### src/rtl/tpa_reg_arbiter.sv
`default_nettype none
// ============================================================================
//  Module   : tpa_reg_arbiter
//  Purpose  : Two-requester arbiter serialising read/write access from the
//             cfg-side master path (A) and the two-wire slave engine (B) onto
//             a single-port 2^AW x DW register memory. Same-cycle writes to
//             the same address are resolved in favour of A; B is retired with
//             a drop indication and the event is counted.
//  Macro    : TPA_ARB_RR_EN - defined: round-robin on non-collision ties;
//                             undefined: fixed priority, A beats B.
//  Ports    : clk, reset           clock, synchronous active-high reset
//             a_req/cmd/addr/wdata  requester A (cmd 1 = write)
//             a_ack, a_rdata        A completion pulse and read data
//             b_req/cmd/addr/wdata  requester B (same rules as A)
//             b_ack, b_rdata, b_drop B completion, read data, write dropped
//             mem_en/we/addr/wdata  registered memory strobe and payload
//             mem_rdata             memory read data (1-cycle latency)
//             busy                  high whenever the FSM is not IDLE
//             coll_cnt              saturating write-collision counter
//  Revision : 1.0  initial release
// ============================================================================
module tpa_reg_arbiter #(
   parameter int AW = 8,
   parameter int DW = 16
) (
   input  logic          clk,
   input  logic          reset,
   input  logic          a_req,
   input  logic          a_cmd,
   input  logic [AW-1:0] a_addr,
   input  logic [DW-1:0] a_wdata,
   output logic          a_ack,
   output logic [DW-1:0] a_rdata,
   input  logic          b_req,
   input  logic          b_cmd,
   input  logic [AW-1:0] b_addr,
   input  logic [DW-1:0] b_wdata,
   output logic          b_ack,
   output logic [DW-1:0] b_rdata,
   output logic          b_drop,
   output logic          mem_en,
   output logic          mem_we,
   output logic [AW-1:0] mem_addr,
   output logic [DW-1:0] mem_wdata,
   input  logic [DW-1:0] mem_rdata,
   output logic          busy,
   output logic [7:0]    coll_cnt
);

   typedef enum logic [1:0] {
      IDLE   = 2'd0,
      ISSUE  = 2'd1,
      RDWAIT = 2'd2,
      ACK    = 2'd3
   } state_t;

   state_t        state, state_nxt;
   logic          win_b, win_b_nxt;
   logic          mem_en_nxt, mem_we_nxt;
   logic [AW-1:0] mem_addr_nxt;
   logic [DW-1:0] mem_wdata_nxt;
   logic          a_ack_nxt, b_ack_nxt, b_drop_nxt;
   logic [DW-1:0] a_rdata_nxt, b_rdata_nxt;
   logic [7:0]    coll_cnt_nxt;

   logic          collision;
   logic          grant_b;
   logic          grant_evt;

   // Same-cycle writes to one address: A wins, B is retired without access.
   assign collision = a_req & b_req & a_cmd & b_cmd & (a_addr == b_addr);

   // A real (non-collision) grant taken from IDLE.
   assign grant_evt = (state == IDLE) & (a_req | b_req) & ~collision;

`ifdef TPA_ARB_RR_EN
   // Pointer records whether B took the last real grant; resets to B so
   // that A wins the first tie.
   logic last_b;

   assign grant_b = b_req & (~a_req | ~last_b);

   always_ff @(posedge clk) begin
      if (reset) begin
         last_b <= 1'b1;
      end else if (grant_evt) begin
         last_b <= grant_b;
      end
   end
`else
   assign grant_b = b_req & ~a_req;
`endif

   assign busy = (state != IDLE);

   always_comb begin
      state_nxt     = state;
      win_b_nxt     = win_b;
      mem_en_nxt    = 1'b0;
      mem_we_nxt    = 1'b0;
      mem_addr_nxt  = '0;
      mem_wdata_nxt = '0;
      a_ack_nxt     = 1'b0;
      b_ack_nxt     = 1'b0;
      b_drop_nxt    = 1'b0;
      a_rdata_nxt   = a_rdata;
      b_rdata_nxt   = b_rdata;
      coll_cnt_nxt  = coll_cnt;

      case (state)
         IDLE: begin
            if (collision) begin
               state_nxt     = ISSUE;
               win_b_nxt     = 1'b0;
               mem_en_nxt    = 1'b1;
               mem_we_nxt    = 1'b1;
               mem_addr_nxt  = a_addr;
               mem_wdata_nxt = a_wdata;
               // B is retired in the same cycle A's write is strobed.
               b_ack_nxt     = 1'b1;
               b_drop_nxt    = 1'b1;
               if (coll_cnt != 8'hFF) begin
                  coll_cnt_nxt = coll_cnt + 8'd1;
               end
            end else if (a_req | b_req) begin
               state_nxt     = ISSUE;
               win_b_nxt     = grant_b;
               mem_en_nxt    = 1'b1;
               mem_we_nxt    = grant_b ? b_cmd   : a_cmd;
               mem_addr_nxt  = grant_b ? b_addr  : a_addr;
               mem_wdata_nxt = grant_b ? b_wdata : a_wdata;
            end
         end
         ISSUE: begin
            // The registered mem_we holds the latched command.
            if (mem_we) begin
               state_nxt = ACK;
               a_ack_nxt = ~win_b;
               b_ack_nxt = win_b;
            end else begin
               state_nxt = RDWAIT;
            end
         end
         RDWAIT: begin
            state_nxt = ACK;
            if (win_b) begin
               b_rdata_nxt = mem_rdata;
               b_ack_nxt   = 1'b1;
            end else begin
               a_rdata_nxt = mem_rdata;
               a_ack_nxt   = 1'b1;
            end
         end
         ACK: begin
            state_nxt = IDLE;
         end
         default: begin
            state_nxt = IDLE;
         end
      endcase
   end

   always_ff @(posedge clk) begin
      if (reset) begin
         state     <= IDLE;
         win_b     <= 1'b0;
         mem_en    <= 1'b0;
         mem_we    <= 1'b0;
         mem_addr  <= '0;
         mem_wdata <= '0;
         a_ack     <= 1'b0;
         b_ack     <= 1'b0;
         b_drop    <= 1'b0;
         a_rdata   <= '0;
         b_rdata   <= '0;
         coll_cnt  <= 8'd0;
      end else begin
         state     <= state_nxt;
         win_b     <= win_b_nxt;
         mem_en    <= mem_en_nxt;
         mem_we    <= mem_we_nxt;
         mem_addr  <= mem_addr_nxt;
         mem_wdata <= mem_wdata_nxt;
         a_ack     <= a_ack_nxt;
         b_ack     <= b_ack_nxt;
         b_drop    <= b_drop_nxt;
         a_rdata   <= a_rdata_nxt;
         b_rdata   <= b_rdata_nxt;
         coll_cnt  <= coll_cnt_nxt;
      end
   end

endmodule
`default_nettype wire

### config.mk
export PLATFORM = sky130hd
export DESIGN_NAME = tpa_reg_arbiter
export DESIGN_NICKNAME = d
export VERILOG_FILES = /design/src/rtl/tpa_reg_arbiter.sv
export SDC_FILE = /design/constraint.sdc
export NUM_CORES = 1
export LEC_CHECK = 0
export ABC_AREA = 0
export CORE_ASPECT_RATIO = 0.8
export CORE_UTILIZATION = 56
export DETAILED_ROUTE_END_ITERATION = 10
export DONT_BUFFER_PORTS = 1
export GPL_TIMING_DRIVEN = 0
export PLACE_DENSITY = 0.8
export SYNTH_ARGS = -nofsm -noshare
export SYNTH_HDL_FRONTEND = slang
export SYNTH_SLANG_ARGS = --single-unit
### constraint.sdc
create_clock -name clk -period 7.13 [get_ports clk]
set_input_delay 1.0695 -clock clk [delete_from_list [all_inputs] [get_ports clk]]
set_output_delay 1.0695 -clock clk [all_outputs]
set_load 0.02 [all_outputs]
# Word level (Yosys, flattened, before mapping)
# Cells that the tools add are included.
[totals]
out_inout_bits = 70
elab_cells = 60
register_bits = 72
in_bits = 70
[op_classes]
bitwise = 9
eq_ne = 6
n_addsub = 1
n_reduce_logical = 8
n_mux = 24
[ops]
columns = ["op", "n"]
rows = [
  ["2-to-1 mux 16 bit", 3],
  ["2-to-1 mux 8 bit", 3],
  ["2-to-1 mux 1 bit", 13],
  ["adder 8 x 1 -> 8 bit (second input constant)", 1],
  ["equality test 8 bit", 1],
  ["inequality test 8 bit (second input constant)", 1],
  ["one-hot mux 2 bit (4 select lines)", 1],
  ["AND reduction 2 bit", 3],
  ["bitwise AND 1 bit", 5],
  ["equality test 2 bit (second input constant)", 2],
  ["2-to-1 mux 2 bit", 2],
  ["nonzero test 2 bit", 2],
  ["inequality test 3 x 2 -> 1 bit (second input constant)", 1],
  ["NOT 1 bit", 3],
  ["one-hot mux 1 bit (3 select lines)", 1],
  ["AND reduction 3 bit", 1],
  ["equality test 2 x 1 -> 1 bit (second input constant)", 1],
  ["logical NOT 2 bit", 1],
  ["one-hot mux 1 bit (2 select lines)", 1],
  ["OR reduction 2 bit", 1],
  ["bitwise OR 1 bit", 1],
]

# Logic depth before layout (Yosys ltp)
# Gate-level depths: netlist (run 1).
[depth]
depth_word = 6
depth_mapped = 7
depth_no_buf = 7

# Least setup slack after synthesis (run 1)
# No wires, ideal clock.
[synth_path]
path_kind = "in2reg"
startpoint = "in a_req"
endpoint = "reg coll_cnt[6]"
required_time_ns = 6.999
path_stages = 6
path_buffers = 1
arrival_ns = 2.648
setup_ns = 0.131
path_slack_ns = 4.351
cell_sequence = "buf_4 nand2_1 or3_4 or3_2 or4_1 nor3b_1"
[synth_between]
elab_chain_len = 5
[synth_rtl]
columns = ["element", "line_no", "source"]
rows = [
  ["start: declaration", "28", "input logic a_req,"],
  ["bitwise AND 1 bit (4 in a row)", "71", "assign collision = a_req & b_req & a_cmd & b_cmd & (a_addr == b_addr);"],
  ["AND reduction 3 bit (no source line)", "-", ""],
  ["end signal: assignment", "189", "coll_cnt <= coll_cnt_nxt;"],
  ["end: declaration", "47", "output logic [7:0] coll_cnt"],
]
# No other way between the ends.
# A chain may end at the register's enable or synchronous reset.

# Worst setup path after layout (run 1)
# Ends and elaborated chain as after synthesis.

==> metrics.txt, run 1 <==
most common cell in the netlist dfxtp_1; outcome finished, final reports clean; Placed Area between 0.002 and 0.003 mm2; final core utilization 0.656; crit path DAT 2800 ps; fmax around 390 MHz; starting DRC count in detailed routing 95; CTS Sinks 72; clock period minus worst slack 2600 ps; Worst Clk Skew slightly above 7 ps; Least-Margin Pin Slew 581 ps; post_cts resized 0; Mapped Cells between 200 and 300; WP data required 7330 ps; top fanout value on the critical path 8; sequential cell area approximately 0.0014 mm2; number of remaining DRC errors 0; Distinct cells, synth 33; CTS tree built; CP Capture Type flop; clk buf depth 2; Slew Limit Fails 0; ys async rst share 0; Synth Area per Inst 9.02 um2; largest net degree at the start of global routing 13; First-pass DRT Iterations 4; layout cells sized above 1 0.0669; RePlAce Congestion 0.806; root buf cell clkbuf_8; Synth area leaders dfxtp_1 (54%), nand2_1 (9.9%), a21oi_1 (7.4%), a22o_1 (7.2%), xnor2_1 (2.9%); period utilization 0.364; Die Width 79.5 um; Cell Pwr Density 374 mW/mm2; Tot GR Track Use 0.240; CTS buffer count 9; Starting Density 0.585; Worst R2R Path Depth 7; startpoint types input pin; total power draw 1.13 mW; I/O pin total 140; Fill cells 389; Setup Viol. Count Final 0; Nets around 390; Rel. slew slack 0.609; Fin Setup TNS 0 ps; leakage 1.07 nW; post-synthesis sequential area ratio 0.536; post-synth top area cell dfxtp_1; Post-Route WL 5.84 mm; routed wire length per instance 15.6 um; H-tree depth 3; die height 64.0 um; post-CTS setup buffer count 0; YS warnings 0; # diodes 0; P&R area growth vs syn 12.2%; Hold Vio Cnt, Final 0; port bufs 0; first-pass GRT wire length just over 9 mm; worst-skew pair later-pin latency 330 ps; die area 0.00508 mm2; GRT Residual Overflow 0; Row Count 22; Final ANT Viol Nets 0; Cell Area, Synth 0.00269 mm2; Hold Path Stages 2; vias in the first global route 2,060; detailed placement HPWL 4.33 mm; Multi-input gate area 0.00116 mm2; unrepaired setup endpoints after global routing false; area share of the largest cell type after synthesis 0.536; synth cell count leaders dfxtp_1 (72), nand2_1 (71), a21oi_1 (40), a22o_1 (22), clkbuf_1 (15); post-synth net total 374; Worst-path clk slew 70 ps; vias per inst 5.63; post-route cell area 0.00302 mm2; Peak VDD IR 0.000208 V; flop and latch count out of synthesis 72; area of the core between 0.004 and 0.005 mm2; Post-CTS Hold Fix Bufs 0; critical path class in2reg; antenna violations before repair 0; vias 2,106; min-delay worst type reg2reg; predominant post-synthesis flop cell dfxtp_1; EDFF count, synth 0; max-cap violations 0; R2R Setup Slk 4610 ps
## where the power goes
group | leakage (nW) | switching, mW | internal [mW] | total [mW]
Combinational | 0.356 | 0.110 | 0.0692 | 0.179
Sequential | 0.585 | 0.0953 | 0.460 | 0.555
Clock | 0.126 | 0.143 | 0.251 | 0.394
## metrics by stage
stage / setup slack, ps / cells / hold slack, ps
global route: 4490 / 374 / 578
floorplan: 4350 / 298 / 484
detailed placement: 4240 / 358 / 519
global placement: 4270 / 358 / 510
finish: 4530 / 374 / 525
CTS: 4540 / 374 / 530
## area by class of cell
cell class / instances / share of cell area
Tap cell: 60 / 0.0249
Clock inverter: 5 / 0.0340
Buffer: 17 / 0.0224
Sequential cell: 72 / 0.478
Multi-Input combinational cell: 203 / 0.383
Inverter: 6 / 0.00747
Clock buffer: 11 / 0.0502
## logic make-up after synthesis
family / count (synthesis) / synth area share
xor+xnor: 9 / 0.0293
flops: 72 / 0.536
mux: 1 / 0.00372
fa+ha+maj: 6 / 0.0279
buf+inv: 23 / 0.0335
compound gates: 75 / 0.176
simple gates: 112 / 0.193
## cell usage in the layout (no fill, tap or decap), types with 3 or more instances in the layout
cell type and n:
nor2_1 11, clkbuf_1 15, nand3_1 3, ha_1 6
nand4_1 3, nor2b_1 3, inv_1 6, xnor2_1 9
bufinv_16 3, dfxtp_1 72, a22o_1 22, a21oi_1 40
or3_1 5, and2_1 3, clkbuf_8 11, nand2_1 71
o21ai_0 7
## critical path, stage by stage
cell     delay [ps]
buf_4           130
nand2_1          70
or3_4           400
or3_2           540
or4_1           430
nor3b_1         150
## worst paths after layout
path | startpoint | to
setup / recovery | a_req | coll_cnt[6]
hold / removal | state[1] | state[1]
setup reg to reg | state[0] | coll_cnt[6]
hold reg to reg | state[1] | state[1]
## flip-flops by register name (all words and copies together), names as in the netlist
register and cells:
mem_addr 8, mem_we 1, mem_wdata 16, b_rdata 16, win_b 1, b_drop 1, state 2, b_ack 1
coll_cnt 8, a_rdata 16, mem_en 1, a_ack 1
## per-layer routing
metal / global-route usage / vias up / part of all wire
met5: 0 / - / 0
met4: 0.0545 / 0 / 0.0091
met3: 0.121 / 6 / 0.10
met2: 0.408 / 95 / 0.48
met1: 0.266 / 963 / 0.41
li1: - / 1042 / -
Note: power is estimated with default switching activity, not from simulation.
==> inputs of run 2 (changes only) <==
- clock period: 7.13 -> 2.6 ns (I/O delays scaled with it)
==> run 2 against run 1 <==
Effect of this change:
- routed wire length decreased by 0.31%
- global-route usage unchanged
- via count decreased by 0.14%
- total power increased to 2.7 times the previous value
- final cell count unchanged
- sequential cell count unchanged
==> metrics.txt, run 2 (synthesized netlist as in run 1, its figures left out) <==
Rel. slew slack 0.608 (-0.000617); die height 64.0 um (unchanged); post-route cell area 0.00302 mm2 (about the same); post-CTS setup buffer count 0 (unchanged); sequential cell area 0.00144 mm2 (unchanged); clock period minus worst slack 2470 ps; number of remaining DRC errors 0 (unchanged); most frequent cells in the layout dfxtp_1 (72), nand2_1 (71), a21oi_1 (40); Hold Path Stages 1 (-1); vias per inst 5.62 (-0.14%); Fill cells 390 (+0.26%); period utilization 0.950; fmax 405 MHz; max-cap violations 0 (unchanged); first-pass GRT wire length 9.21 mm (unchanged); CTS tree built; Worst Clk Skew 6.74 ps (-0.475 ps); clk buf depth 2 (unchanged); critical-path cell list inv_1 -> ha_2 -> nand2_1 -> or3_4 -> or3_2 -> or4_1 -> nor3b_1; crit path DAT 2680 ps (-120 ps); Largest regs a_rdata: 16 flops, b_rdata: 16 flops, mem_wdata: 16 flops; Setup Viol. Count Final 0 (unchanged); post_cts resized 0 (unchanged); area of the core 0.00460 mm2 (unchanged); GRT Residual Overflow 0 (unchanged); setup slack at placement 143 ps (-4100 ps); Row Count 22 (unchanged); CTS Sinks 72 (unchanged); H-tree depth 3 (unchanged); I/O pin total 140 (unchanged); antenna violations before repair 0 (unchanged); CP Capture Type flop; leakage 1.07 nW (-0.11%); Hold Vio Cnt, Final 0 (unchanged); WP data required 2800 ps (-4530 ps); Slew Limit Fails 0 (unchanged); Final WS setup 130 ps (-4400 ps); Tot GR Track Use 0.240 (unchanged); Nets 385 (unchanged); Placed Area 0.00276 mm2 (unchanged); Post-CTS Hold Fix Bufs 0 (unchanged); Peak VDD IR 0.000577 V (+180%); critical path class reg2reg; Fin Setup TNS 0 ps (unchanged); P&R area growth vs syn 12.3% (about the same); startpoint types flop; Final ANT Viol Nets 0 (unchanged); Post-Route WL 5.83 mm (-0.31%); commonest non-fill, non-tap cell in the layout dfxtp_1; largest net degree at the start of global routing 13 (unchanged); slowest stage cell, crit path or3_2; First-pass DRT Iterations 4 (unchanged); vias 2,103 (-0.14%); vias in the first global route 2,060 (unchanged); top fanout value on the critical path 7 (-1); R2R Setup Slk 130 ps (-4480 ps); layout cells sized above 1 0.0701 (+0.00318); # diodes 0 (unchanged); Starting Density 0.585 (unchanged); Multi-input gate area 0.00116 mm2 (+0.22%); port bufs 0 (unchanged); detailed placement HPWL 4.33 mm (unchanged); root buf cell clkbuf_8; Die Width 79.5 um (unchanged); starting DRC count in detailed routing 85 (-11%); RePlAce Congestion 0.806 (unchanged); unrepaired setup endpoints after global routing false; total power draw 3.10 mW (+170%); CTS buffer count 9 (unchanged); Cell Pwr Density 1030 mW/mm2 (+170%); worst-skew pair later-pin latency 340 ps (about the same); min-delay worst type in2reg; Worst path max stage delay 540 ps (about the same); outcome finished, final reports clean; Hold Slack 173 ps (-352 ps); Least-Margin Pin Slew 582 ps (+0.917 ps); Worst R2R Path Depth 7 (unchanged); routed wire length per instance 15.6 um (-0.31%); die area 0.00508 mm2 (unchanged); Worst-path clk slew 70 ps (about the same)
==> run 2: cell types whose count changed in the layout (fill, tap and decap cells not counted) <==
cell and change:
ha_1 -1, ha_2 +1
==> run 2: critical path, delay by kind of cell (launching register included) <==
kind,cells,cell delay (ps)
flip-flops,1,330
adder cells (fa/ha/maj),1,260
buffers and inverters,1,140
AND/OR/NAND/NOR,5,1590
==> run 2: through the flow <==
stage,instances,util
after floorplan,298,-
after global placement,358,0.601
after detailed placement,358,0.601
after CTS,374,0.656
after global routing,374,0.657
final,374,0.657
==> run 2: path summary, 6_finish.rpt <==
path                                  from      endpoint
worst max-delay path              state[0]   coll_cnt[6]
worst min-delay path            a_wdata[9]  mem_wdata[9]
worst max register to register    state[0]   coll_cnt[6]
worst min register to register    state[1]      state[1]
==> run 2: per-layer routing <==
| layer | share of wire | GRT usage | up-vias |
|---|---|---|---|
| met2 | 0.48 | 0.408 | 93 |
| met4 | 0.013 | 0.0545 | 0 |
| li1 | - | - | 1046 |
| met1 | 0.41 | 0.266 | 958 |
| met5 | 0 | 0 | - |
| met3 | 0.098 | 0.121 | 6 |
==> run 2: final cells by class <==
class | instances | area share
clock inverter | 5 | 0.0340
sequential | 72 | 0.477
clock buffer | 11 | 0.0501
inverter | 6 | 0.00746
tap | 60 | 0.0249
multi-input combinational | 203 | 0.384
buffer | 17 | 0.0224
==> run 2: power by group <==
group | switching, mW | internal, mW
Combinational | 0.303 | 0.195
Sequential | 0.261 | 1.26
Clock | 0.394 | 0.688
